`src/rtl/mem_stage_ws.sv`:
```
// mem_stage_ws: MIPS MEM stage with a wait-state word-addressed data memory.
//
// A valid load or store is accepted in IDLE. The block then spends
// WAIT_STATES+1 cycles in BUSY and one cycle in DONE. mem_freeze stalls the
// pipeline from the request cycle through the last BUSY cycle. An illegal
// request raises mem_fault for as long as it is present in IDLE and does not
// stall the pipeline.
//
// Ports:
//   clk            rising-edge clock
//   rst            asynchronous active-low reset
//   MEM_R_EN_in    load request
//   MEM_W_EN_in    store request
//   ALU_result_in  byte address
//   ST_val         store data
//   mem_freeze     combinational stall request
//   Mem_read_value registered load data, updated only when a load completes
//   mem_fault      combinational illegal-access flag
module mem_stage_ws #(
    parameter int unsigned BASE_ADDR   = 1024,
    parameter int unsigned DEPTH       = 64,
    parameter int unsigned WAIT_STATES = 1
) (
    input  logic        clk,
    input  logic        rst,
    input  logic        MEM_R_EN_in,
    input  logic        MEM_W_EN_in,
    input  logic [31:0] ALU_result_in,
    input  logic [31:0] ST_val,
    output logic        mem_freeze,
    output logic [31:0] Mem_read_value,
    output logic        mem_fault
);

    localparam int unsigned CNT_W = (WAIT_STATES == 0) ? 1 : $clog2(WAIT_STATES + 1);
    localparam int unsigned IDX_W = $clog2(DEPTH);

    typedef enum logic [1:0] {
        S_IDLE = 2'd0,
        S_BUSY = 2'd1,
        S_DONE = 2'd2
    } state_e;

    state_e             state_q, state_d;
    logic [CNT_W-1:0]   cnt_q, cnt_d;
    logic [31:0]        rd_q, rd_d;
    logic [31:0]        mem_q [DEPTH];

    logic [31:0]        offset;
    logic [IDX_W-1:0]   idx;
    logic               req;
    logic               acc_valid;
    logic               mem_we;
    logic               freeze_c;
    logic               fault_c;

    // Address decode; the subtraction wraps, so the below-base check stands alone
    assign offset    = ALU_result_in - 32'(BASE_ADDR);
    assign idx       = offset[IDX_W+1:2];
    assign req       = MEM_R_EN_in | MEM_W_EN_in;
    assign acc_valid = (ALU_result_in >= 32'(BASE_ADDR))
                     && ((offset >> 2) < 32'(DEPTH))
                     && (ALU_result_in[1:0] == 2'b00)
                     && !(MEM_R_EN_in && MEM_W_EN_in);

    // State, wait counter and load data register
    always_ff @(posedge clk or negedge rst) begin
        if (!rst) begin
            state_q <= S_IDLE;
            cnt_q   <= '0;
            rd_q    <= '0;
        end else begin
            state_q <= state_d;
            cnt_q   <= cnt_d;
            rd_q    <= rd_d;
        end
    end

    // Next state, access strobes and stall/fault flags
    always_comb begin
        state_d  = state_q;
        cnt_d    = cnt_q;
        rd_d     = rd_q;
        mem_we   = 1'b0;
        freeze_c = 1'b0;
        fault_c  = 1'b0;
        unique case (state_q)
            S_IDLE: begin
                if (req) begin
                    if (acc_valid) begin
                        freeze_c = 1'b1;
                        cnt_d    = CNT_W'(WAIT_STATES);
                        state_d  = S_BUSY;
                    end else begin
                        fault_c  = 1'b1;
                    end
                end
            end
            S_BUSY: begin
                freeze_c = 1'b1;
                if (cnt_q != '0) begin
                    cnt_d = cnt_q - CNT_W'(1);
                end else begin
                    // Access edge: inputs are held stable by the frozen pipeline
                    state_d = S_DONE;
                    if (MEM_W_EN_in) begin
                        mem_we = 1'b1;
                    end else begin
                        rd_d = mem_q[idx];
                    end
                end
            end
            S_DONE: begin
                state_d = S_IDLE;
            end
            default: begin
                state_d = S_IDLE;
            end
        endcase
        // Flags are forced low while reset is held, whatever the inputs
        if (!rst) begin
            freeze_c = 1'b0;
            fault_c  = 1'b0;
        end
    end

    // Data array; contents survive reset
    always_ff @(posedge clk) begin
        if (mem_we) begin
            mem_q[idx] <= ST_val;
        end
    end

    assign mem_freeze     = freeze_c;
    assign mem_fault      = fault_c;
    assign Mem_read_value = rd_q;

endmodule

```
`config.mk`:
```
export PLATFORM = sky130hd
export DESIGN_NAME = mem_stage_ws
export DESIGN_NICKNAME = d
export VERILOG_FILES = /design/src/rtl/mem_stage_ws.sv
export SDC_FILE = /design/constraint.sdc
export NUM_CORES = 2
export LEC_CHECK = 0
export ABC_AREA = 1
export BUFFER_PORTS_ARGS = -buffer_cell sky130_fd_sc_hd__buf_4
export CAP_MARGIN = 20
export CORE_AREA = 4 4 476 384
export CTS_BUF_LIST = sky130_fd_sc_hd__clkbuf_16
export CTS_CLUSTER_SIZE = 20
export DETAILED_ROUTE_END_ITERATION = 7
export DIE_AREA = 0 0 480 388
export PLACE_DENSITY = 0.6
export SETUP_SLACK_MARGIN = 0.3
export SYNTH_ARGS = -nofsm -noshare
export SYNTH_HDL_FRONTEND = slang
export SYNTH_SLANG_ARGS = --single-unit
```
`constraint.sdc`:
```
create_clock -name clk -period 4.58 [get_ports clk]
set_input_delay 0.229 -clock clk [delete_from_list [all_inputs] [get_ports clk]]
set_output_delay 0.229 -clock clk [all_outputs]
set_load 0.05 [all_outputs]
```
==> run metrics <==
CP max FO=15; r2r setup slk=1170 ps; area taken by multi-input logic gates=0.0159 mm2; register bit total from synthesis=2083; Max Transition Viols Final=0; num rows=139; antenna-violating nets left=0; library cells used by synthesis=35; combinational fraction of design power=5.0%; P_int=30.1 mW; R2R depth=8; Min Hold Slack=54.4 ps; layout cell share with drive strength beyond 1=10.7%; arrival time at the worst endpoint=3930 ps; top cells by area, synth=edfxtp_1 77%, nand2_1 7.9%, nand3_1 2.7%, nand4_1 2.3%, o21ai_0 2.0%; CP Class=reg -> reg; maximum vdd drop=449 uV; Die Ht=388 um; Worst-Margin Slew=1080 ps; DRC viols=0; Max Cap Viol=0; CTS sink count=2083; syn_area_per_cell=13.5 um2; reg-to-reg startpoint=state_q[1]; H-tree depth=4; Area Growth Syn to Fin=14.7%; Reg power frac=54.3%; Filler Cell Count=14800; Critical Path Start=state_q[1]; clk_lat worst skew=840 ps; GP Congestion=0.827; status=complete, no violations; clock share of power=40.6%; P_sw=8.61 mW; Synth area leader=edfxtp_1; CTS tree=yes; Post-Layout Cell Count=8710; CP Capture Point=mem_q[15][15]; Tmin final=3410 ps; reg2reg end=mem_q[15][15]; Syn Std Cell Area=0.0796 mm2; sequential fraction of the synthesis area=78.3%; WL final=250 mm; CTS Buf Count=195; RSZ-0062 raised after global routing=no; die width=480 um; CP required=5100 ps; clk buf depth=3; GR Overflow Total=0; share of the clock period used by the worst path=74.4%; Synth Instances=5918; wire per inst=28.7 um; final setup fails=0; total core area=0.178 mm2; Mapped Nets=5986; initial antenna violation count=19; Starting DRT DRC Count=7114; Final Hold Fails=0; # IOs=102; Root Driver=clkbuf_16; DP HPWL=136 mm; largest net degree at the start of global routing=136; Port-buffer cells=101; Worst Setup End Kind=flop; vias in the first global route=47800; first-pass GRT wire length=355 mm; slew margin rel.=28.1%; pwr dens=423 mW/mm2; router iterations before antenna repair=8; Startpoint Class=flop; Yosys top cell area share=77.2%; Pleak=30.5 nW; Pwr Total=38.7 mW; vias per cell=5.84; Hold Path Class=in -> reg; upper clock frequency limit=294 MHz; Final nets=6203; Net Sw Frac=22.3%; die area=0.186 mm2; vias after detailed routing=50900; Post-CTS Setup Repair Bufs=0; Ys Warns=0; Post-Place Cells=8301; GRT Total Usage=26.4%; Starting Density=44.7%; register area=0.0624 mm2; skew final=26.9 ps; Clock transition at path regs=60 ps; Final TNS setup=0 ps
-- state kept, by name, summed over array words and instances (netlist names) --
signal / cells
mem_q: 2048
Mem_read_value: 32
cnt_q: 1
state_q: 2
-- cells by family (layout without fill, tap and decap cells) --
| logic type | count (synthesis) | in the layout | share of synthesized area, % |
|---|---|---|---|
| other | 0 | 6 | 0 |
| AOI/OAI and AO/OA | 606 | 606 | 4.17 |
| and+or+nand+nor | 2792 | 2792 | 15.1 |
| buffers and inverters | 437 | 826 | 2.45 |
| DFF | 2083 | 2083 | 78.3 |
-- final cells by class --
type | count | share of cell area (%)
Clock buffer | 201 | 5.51
Multi-Input combinational cell | 3398 | 17.4
Sequential cell | 2083 | 68.3
Clock inverter | 168 | 1.24
Tap cell | 2397 | 3.28
Antenna cell | 6 | 0.0164
Timing Repair Buffer | 329 | 3.74
Inverter | 128 | 0.567
-- cell usage after synthesis, drive strengths merged --
master and n:
o21bai 2, and2 3, buf 209, o2111ai 12
clkbuf 100, nor2 310, nand4 294, o31ai 1
o211ai 4, dfrtp 35, nand3 423, o22ai 4
a21oi 132, a21boi 3, inv 127, edfxtp 2048
a22oi 72, nand2 1684, o21a 10, a211oi 1
or2 30, nand3b 35, o21ai 364, nor3 13
clkinv 1, a32oi 1
-- cell usage in the layout, fill, tap and decap left out, types with 30 or more instances in the layout --
master         count
edfxtp_1        2048
nand2_1         1684
nand3_1          422
o21ai_0          320
nand4_1          294
nor2_1           244
buf_4            226
clkbuf_16        201
inv_1            166
a21oi_1          132
a22oi_1           72
buf_12            68
nor2_4            66
clkinv_1          61
o21ai_1           44
dfrtp_1           35
nand3b_1          35
clkinv_2          35
dlygate4sd3_1     34
or2_2             30
-- routing by layer --
layer	part of all wire [%]	GRT usage (%)
met1	42	39.9
met2	45	39.5
met3	11	5.46
met4	2.1	6.25
met5	0.011	0
-- worst min path at each step --
| stage | depth (start not counted) | slack (ps) | from | end |
|---|---|---|---|---|
| after floorplan | 0 | -70 | rst | Mem_read_value[0] |
| after global placement | 1 | 460 | rst | state_q[1] |
| after detailed placement | 1 | 460 | rst | state_q[1] |
| after CTS | 1 | 4 | ST_val[12] | mem_q[56][12] |
| after global routing | 1 | 40 | ST_val[12] | mem_q[38][12] |
| final | 1 | 50 | ST_val[12] | mem_q[61][12] |
-- critical path: stages (launching register included) --
cell and delay, ps:
dfrtp_1 390, nor2_1 190, inv_1 110, nor2_1 140
nand2_1 280, inv_1 320, nand2_1 380, nor2_4 880
buf_4 360
-- power by group through the flow --
stage	combinational [mW]	sequential [mW]	clock, mW
floorplan	0.770	21.5	0
global placement	1.89	21.4	0
detailed placement	1.90	21.4	0
CTS	1.93	21.0	15.9
global route	2.07	21.0	16.7
finish	1.95	21.0	15.7
-- repair_timing --
item | 4_1_cts | 5_1_grt
endpoints found under the hold margin | 1219 | 0
hold buffers | 34 | 0
resized for setup | 0 | 0
-- stage by stage --
step | utilization (%) | instance area, um2 | setup WS (ps)
2_1_floorplan | - | 79600 | 785
3_3_place_gp | 47.6 | 84800 | 743
3_5_place_dp | 47.6 | 84800 | 680
4_1_cts | 51.2 | 91300 | 1240
5_1_grt | 51.2 | 91300 | 1060
6_report | 51.2 | 91300 | 1170
Note: power is estimated with default switching activity, not from simulation.
